### src/rtl/vga_ctrl.sv
// vga_ctrl: 640x480@60 raster timing generator and pixel sink.
// Two free-running counters walk the frame. Every output is decoded
// combinationally from them. Pixel requests (pix_x/pix_y) lead the active
// area by one clock, so the generator's registered pix_data lines up with
// rgb_valid.
module vga_ctrl #(
    parameter int unsigned H_SYNC   = 96,
    parameter int unsigned H_BACK   = 40,
    parameter int unsigned H_LEFT   = 8,
    parameter int unsigned H_VALID  = 640,
    parameter int unsigned H_RIGHT  = 8,
    parameter int unsigned H_FRONT  = 8,
    parameter int unsigned V_SYNC   = 2,
    parameter int unsigned V_BACK   = 25,
    parameter int unsigned V_TOP    = 8,
    parameter int unsigned V_VALID  = 480,
    parameter int unsigned V_BOTTOM = 8,
    parameter int unsigned V_FRONT  = 2
) (
    input  logic        vga_clk,
    input  logic        sys_rst_n,
    input  logic [15:0] pix_data,
    output logic [9:0]  pix_x,
    output logic [9:0]  pix_y,
    output logic        hsync,
    output logic        vsync,
    output logic [15:0] rgb,
    output logic        rgb_valid,
    output logic        frame_end
);

    localparam int unsigned H_TOTAL = H_SYNC + H_BACK + H_LEFT + H_VALID + H_RIGHT + H_FRONT;
    localparam int unsigned V_TOTAL = V_SYNC + V_BACK + V_TOP + V_VALID + V_BOTTOM + V_FRONT;
    localparam int unsigned HS      = H_SYNC + H_BACK + H_LEFT;
    localparam int unsigned VS      = V_SYNC + V_BACK + V_TOP;

    // 10-bit forms of the decode boundaries
    localparam logic [9:0] H_LAST    = 10'(H_TOTAL - 1);
    localparam logic [9:0] V_LAST    = 10'(V_TOTAL - 1);
    localparam logic [9:0] H_SYNC_W  = 10'(H_SYNC);
    localparam logic [9:0] V_SYNC_W  = 10'(V_SYNC);
    localparam logic [9:0] H_ACT_LO  = 10'(HS);
    localparam logic [9:0] H_ACT_HI  = 10'(HS + H_VALID);
    localparam logic [9:0] H_REQ_LO  = 10'(HS - 1);
    localparam logic [9:0] H_REQ_HI  = 10'(HS + H_VALID - 1);
    localparam logic [9:0] V_ACT_LO  = 10'(VS);
    localparam logic [9:0] V_ACT_HI  = 10'(VS + V_VALID);
    localparam logic [9:0] NO_REQ    = 10'h3FF;

    logic [9:0] cnt_h_q, cnt_h_d;
    logic [9:0] cnt_v_q, cnt_v_d;
    logic       h_last;
    logic       h_act, h_req, v_act, pix_req;

    // Next-state for the horizontal and vertical scan counters
    always_comb begin
        h_last  = (cnt_h_q == H_LAST);
        cnt_h_d = h_last ? 10'd0 : cnt_h_q + 10'd1;
        cnt_v_d = cnt_v_q;
        if (h_last) begin
            cnt_v_d = (cnt_v_q == V_LAST) ? 10'd0 : cnt_v_q + 10'd1;
        end
    end

    // Scan counter registers; reset restarts the scan at (0,0)
    always_ff @(posedge vga_clk or negedge sys_rst_n) begin
        if (!sys_rst_n) begin
            cnt_h_q <= 10'd0;
            cnt_v_q <= 10'd0;
        end else begin
            cnt_h_q <= cnt_h_d;
            cnt_v_q <= cnt_v_d;
        end
    end

    // Output decode from the counters and the incoming pixel
    always_comb begin
        h_act     = (cnt_h_q >= H_ACT_LO) && (cnt_h_q < H_ACT_HI);
        h_req     = (cnt_h_q >= H_REQ_LO) && (cnt_h_q < H_REQ_HI);
        v_act     = (cnt_v_q >= V_ACT_LO) && (cnt_v_q < V_ACT_HI);
        pix_req   = h_req && v_act;
        rgb_valid = h_act && v_act;
        hsync     = (cnt_h_q < H_SYNC_W);
        vsync     = (cnt_v_q < V_SYNC_W);
        // Offsets are only taken inside the request window, so no underflow
        pix_x     = pix_req ? (cnt_h_q - H_REQ_LO) : NO_REQ;
        pix_y     = pix_req ? (cnt_v_q - V_ACT_LO) : NO_REQ;
        rgb       = rgb_valid ? pix_data : 16'h0000;
        frame_end = h_last && (cnt_v_q == V_LAST);
    end

endmodule
### config.mk
export PLATFORM = sky130hd
export DESIGN_NAME = vga_ctrl
export DESIGN_NICKNAME = d
export VERILOG_FILES = /design/src/rtl/vga_ctrl.sv
export SDC_FILE = /design/constraint.sdc
export NUM_CORES = 1
export LEC_CHECK = 0
export CAP_MARGIN = 20
export CORE_MARGIN = 5
export CORE_UTILIZATION = 32
export CTS_BUF_LIST = sky130_fd_sc_hd__clkbuf_8
export DETAILED_ROUTE_END_ITERATION = 8
export PLACE_DENSITY_LB_ADDON = 0.15
export SYNTH_ARGS = -nofsm -noshare
export SYNTH_HDL_FRONTEND = slang
export SYNTH_SLANG_ARGS = --single-unit
### constraint.sdc
create_clock -name vga_clk -period 3.1 [get_ports vga_clk]
set_input_delay 0.465 -clock vga_clk [delete_from_list [all_inputs] [get_ports vga_clk]]
set_output_delay 0.465 -clock vga_clk [all_outputs]
set_load 0.05 [all_outputs]
==> flow_summary.json, run 1 <==
{
  "holdCritPathClass": "in2async",
  "grt_pass1_vias": 1505,
  "yosysTopAreaCellShare": 0.305,
  "seq_area_frac_synth": 0.305,
  "numCtsBuffers": 3,
  "antenna_found_initial": 0,
  "crit_path_end_kind": "output port",
  "layout.nets": 266,
  "ctsHtreeMaxLevel": 1,
  "dieHeight_um": 81.7,
  "finalHoldViolations": 0,
  "clkSinkCount": 20,
  "syn-cell-area_mm2": 0.00164,
  "clkTransAtPathRegs_ps": 80,
  "fin_tns_setup_ps": 0,
  "syn-instance-count": 197,
  "cts_tree": "done",
  "cts-root-buf": "clkbuf_8",
  "worstSkewPairLatency_ps": 260,
  "ys_seq_elements": 20,
  "dp_hpwl_mm": 3.58,
  "ys_types": 43,
  "syn_avg_cell_area_um2": 8.34,
  "max_slew_margin": 0.669,
  "initial_core_util": 0.326,
  "fin_util": 0.480,
  "yosysWarnings": 0,
  "pwr_density_cell_mw_per_mm2": 206,
  "grt_use_total": 0.147,
  "final_cell_mix": "buf_4 (25), nand3_1 (22), dfrtp_1 (20), and2_1 (19), clkdlybuf4s50_1 (19)",
  "slew_violations": 0,
  "area_growth_pct": 47.3,
  "outcome": "complete, no violations",
  "grt_pass1_wl_mm": 7.64,
  "cp.required_ps": 2630,
  "cap_viol_max_count": 0,
  "setup_ws_ps": 186,
  "gp_congestion": 0.751,
  "synth_area_leaders": "dfrtp_1 (30%), xnor2_1 (8.5%), and2_1 (7.2%)",
  "die_w_um": 81.7,
  "die_area_mm2": 0.00667,
  "pin_count": 58,
  "grt_setup_unrepaired": "false",
  "drt_iter0_markers": 56,
  "worst_pin_slew_ps": 494,
  "max_clock_freq_mhz": 343,
  "num_rows": 26,
  "n_fill_cell": 513,
  "max-vdd-ir-drop_uv": 127,
  "ant_nets": 0,
  "detail_route.vias_per_cell": 5.01,
  "grt_max_degree": 21,
  "synth_top_cell_by_area": "dfrtp_1",
  "p_leak_nw": 0.980,
  "path_max_fanout": 20,
  "grt-ovfl-total": 0,
  "hold_buffers": 0,
  "place_ws_ps": 263,
  "routed_wl_mm": 4.64,
  "clock_path_buffers": 2,
  "final_common_cell": "buf_4",
  "worstSetupPathType": "reg2out",
  "fin_crit_ps": 2910,
  "skew_ps": 1.27,
  "period_share": 0.940,
  "firstDrtPassIters": 4,
  "vias": 1567,
  "syn_nets": 219,
  "crit_arrival_ps": 2450,
  "diodes": 0,
  "drcViolationCount": 0,
  "worst_setup_path_start_kind": "flip-flop",
  "setup_violations": 0,
  "layout-drive-gt1-share": 0.218,
  "io_buffers": 57,
  "wire_per_inst_um": 14.8,
  "core_mm2": 0.00504
}
[flip-flops by register name, indices dropped and copies added (netlist names)]
register,cells
cnt_h_q,10
cnt_v_q,10
[logic make-up (layout without fill, tap and decap cells)]
kind of cell    count (synthesis)  in the layout  synth area share
simple gates                   95             95             0.334
buf+inv                        26             72            0.0762
mux                             2              2            0.0129
compound gates                 29             29             0.130
fa+ha+maj                       4              4            0.0305
flops                          20             20             0.305
xor+xnor                       21             21             0.112
[synthesized netlist by cell type]
library cell   n
dfrtp_1       20
buf_1          1
a22o_1         2
and4bb_2       1
o21ai_0        7
a21boi_0       4
xor2_1         5
nand4_1        3
nand4b_2       1
inv_1          6
nor2b_1        1
and3b_1        2
ha_1           4
a2bb2oi_1      1
o22ai_1        1
buf_2          7
clkbuf_1       9
o41ai_1        3
nor2_1         9
mux2i_1        1
nand2_1       15
a211oi_4       1
nor4_4         1
and4_1         2
buf_4          1
a21oi_1        4
buf_6          2
or3_1          3
and3_1         2
a21o_1         1
xnor2_1       16
nand3b_1       4
mux2_2         1
nand4b_1       1
a2111o_1       1
and2_1        19
a2111oi_0      1
nor3_1         8
o2111ai_1      1
and4b_1        1
o31ai_1        1
a31oi_1        1
nand3_1       22
[per-layer routing]
layer,share of wire,global-route usage,wire (um),up-vias
li1,-,-,-,780
met1,0.42,0.197,1970,719
met2,0.44,0.236,2050,63
met3,0.12,0.0340,559,5
met4,0.012,0.0449,55,0
met5,0,0,0,-
[power breakdown]
part / internal [mW] / switching (mW) / total (mW) / leakage [nW]
sequential: 0.261 / 0 / 0.261 / 0.265
clock: 0.113 / 0.0962 / 0.210 / 0.0288
combinational: 0.0202 / 0.00803 / 0.0283 / 0.686
[area by class of cell]
| cell class | count | area [um2] | share of cell area |
|---|---|---|---|
| Clock buffer | 4 | 55.1 | 0.0228 |
| Inverter | 6 | 22.5 | 0.00931 |
| Multi-Input combinational cell | 151 | 1020 | 0.422 |
| Sequential cell | 20 | 500 | 0.207 |
| Tap cell | 70 | 87.6 | 0.0362 |
| Timing Repair Buffer | 62 | 733 | 0.303 |
[final timing paths]
kind                       depth (start not counted)              startpoint                endpoint  slack [ps]
setup / recovery                                   7  cnt_v_q[0]$_DFFE_PN0P_                pix_y[0]         190
hold / removal                                     1               sys_rst_n  cnt_v_q[6]$_DFFE_PN0P_         480
setup reg to reg                                   5    cnt_h_q[0]$_DFF_PN0_    cnt_h_q[9]$_DFF_PN0_        1210
hold reg to reg                                    1    cnt_h_q[0]$_DFF_PN0_    cnt_h_q[0]$_DFF_PN0_         540
max in group asynchronous                          2               sys_rst_n    cnt_h_q[2]$_DFF_PN0_        2200
min in group vga_clk                               1    cnt_h_q[0]$_DFF_PN0_    cnt_h_q[0]$_DFF_PN0_         540
[metrics by stage]
step	power (mW)	instance area, um2	hold WS, ps	instances
6_report	0.498	2420	476	313
4_1_cts	0.502	2380	544	311
2_1_floorplan	0.266	1640	169	197
3_3_place_gp	0.293	2330	525	307
5_1_grt	0.517	2420	502	313
3_5_place_dp	0.293	2330	528	307
[worst max-delay path: stages, from the launching register on]
cell,delay (ps)
dfrtp_1,440
ha_1,330
o41ai_1,370
buf_4,190
a21o_1,170
nand2_2,260
nand3_1,200
buf_4,210
[repair_timing]
action | CTS | global route
pin swaps | 0 | 1
buffers inserted | 0 | 1
gates resized for setup | 1 | 0
endpoints found under the hold margin | 0 | 0
endpoints found under the setup margin | 7 | 16
No activity file was read; power rests on OpenSTA's default activity.
==> run 2, diff against run 1 <==
Settings changed: CORE_UTILIZATION 32 to 45.
==> run 2 against run 1 <==
Net effect:
- maximum frequency increased by 2.8%
- setup slack improved by 80 ps
- final area fell by 2.4%
- flip-flop and latch count stayed put
- first-iteration DRC count fell by 18%
- clock power shrank 6%
==> flow_summary.json, run 2 (synthesis gave the netlist of run 1 again) <==
{
  "routed_wl_mm": 4.20,
  "layout-drive-gt1-share": 0.207,
  "slew_violations": 0,
  "grt_pass1_vias": 1412,
  "firstDrtPassIters": 4,
  "ant_nets": 0,
  "path_max_fanout": 17,
  "reg_top3": "cnt_h_q (10), cnt_v_q (10)",
  "dieHeight_um": 70.4,
  "wire_per_inst_um": 14.5,
  "whs_ps": 538,
  "detail_route.vias_per_cell": 5.24,
  "area_growth_pct": 43.8,
  "drt_iter0_markers": 46,
  "worstSetupPathType": "reg2out",
  "grt_setup_unrepaired": "false",
  "pwr_density_cell_mw_per_mm2": 205,
  "drcViolationCount": 0,
  "finalHoldViolations": 0,
  "num_rows": 22,
  "ctsHtreeMaxLevel": 1,
  "cap_viol_max_count": 0,
  "clkSinkCount": 20,
  "max_slew_margin": 0.410,
  "grt_use_total": 0.175,
  "place_ws_ps": 415,
  "clkTransAtPathRegs_ps": 80,
  "finalPower_uw": 484,
  "skew_ps": 5.44,
  "final_cell_mix": "buf_4 (24), nand3_1 (22), dfrtp_1 (20), and2_1 (19), clkdlybuf4s50_1 (19)",
  "gp_congestion": 0.837,
  "initial_core_util": 0.456,
  "io_buffers": 57,
  "clock_path_buffers": 2,
  "grt_max_degree": 21,
  "final_common_cell": "buf_4",
  "outcome": "complete, no violations",
  "fin_crit_ps": 2830,
  "setup_ws_ps": 266,
  "holdCritPathClass": "reg2reg",
  "grt_pass1_wl_mm": 7.12,
  "period_share": 0.914,
  "p_leak_nw": 0.981,
  "max-vdd-ir-drop_uv": 321,
  "diodes": 0,
  "setup_violations": 0,
  "worstSkewPairLatency_ps": 260,
  "cts_tree": "done",
  "fin_tns_setup_ps": 0,
  "dp_hpwl_mm": 3.36,
  "max_clock_freq_mhz": 353,
  "crit_arrival_ps": 2370,
  "grt-ovfl-total": 0,
  "layout.nets": 264,
  "hold_buffers": 0,
  "crit_path_end_kind": "output port",
  "fin_util": 0.655,
  "n_fill_cell": 301,
  "antenna_found_initial": 0,
  "cp.required_ps": 2630,
  "die_w_um": 70.4,
  "worst_pin_slew_ps": 882,
  "cts-root-buf": "clkbuf_8",
  "core_mm2": 0.00361,
  "die_area_mm2": 0.00496,
  "pin_count": 58,
  "numCtsBuffers": 3,
  "worst_setup_path_start_kind": "flip-flop",
  "vias": 1515
}
-- run 2: worst paths after layout --
| check | from | end | slack (ps) | cells after the start |
|---|---|---|---|---|
| min in group asynchronous | sys_rst_n | cnt_h_q[1]$_DFF_PN0_ | 710 | 1 |
| hold reg to reg | cnt_h_q[0]$_DFF_PN0_ | cnt_h_q[0]$_DFF_PN0_ | 540 | 1 |
| setup reg to reg | cnt_h_q[0]$_DFF_PN0_ | cnt_h_q[9]$_DFF_PN0_ | 1260 | 5 |
| hold / removal | cnt_h_q[0]$_DFF_PN0_ | cnt_h_q[0]$_DFF_PN0_ | 540 | 1 |
| max in group asynchronous | sys_rst_n | cnt_h_q[8]$_DFF_PN0_ | 1850 | 1 |
| setup / recovery | cnt_v_q[6]$_DFFE_PN0P_ | rgb[1] | 270 | 5 |
-- run 2: cell type report --
cell class | instances | area [um2] | share of cell area
inverters | 6 | 22.5 | 0.00953
repair buffers | 60 | 703 | 0.298
multi-input cells | 151 | 1020 | 0.432
well taps | 48 | 60.1 | 0.0254
clock buffers | 4 | 55.1 | 0.0233
flip-flops and latches | 20 | 500 | 0.212
-- run 2: routing by layer --
metal	GRT usage	vias up	share of wire	routed length (um)
li1	-	772	-	-
met1	0.255	672	0.49	2060
met2	0.275	67	0.44	1830
met3	0.0317	4	0.066	277
met4	0.0255	0	0.0081	34
met5	0	-	0	0
-- run 2: critical path, stage by stage (launching register included) --
cell      delay (ps)
dfrtp_1          500
nor4_4           450
nand4b_2         210
a211oi_4         540
and2_1           270
buf_12           150
-- run 2: repair_timing --
item / CTS / global route
gates resized for setup: 0 / 2
setup endpoints to repair: 0 / 4
setup buffers: 0 / 0
-- run 2: stage by stage --
stage          instance area [um2]  std cells
2_1_floorplan                 1640        197
3_3_place_gp                  2300        285
3_5_place_dp                  2300        285
4_1_cts                       2360        289
5_1_grt                       2360        289
6_report                      2360        289
-- run 2: power by group --
| group | internal (mW) | leakage (nW) | total, mW | switching [mW] |
|---|---|---|---|---|
| Clock | 0.113 | 0.0288 | 0.198 | 0.0853 |
| Sequential | 0.261 | 0.265 | 0.261 | 0 |
| Combinational | 0.0184 | 0.687 | 0.0250 | 0.00659 |
| Total | 0.392 | 0.981 | 0.484 | 0.0919 |
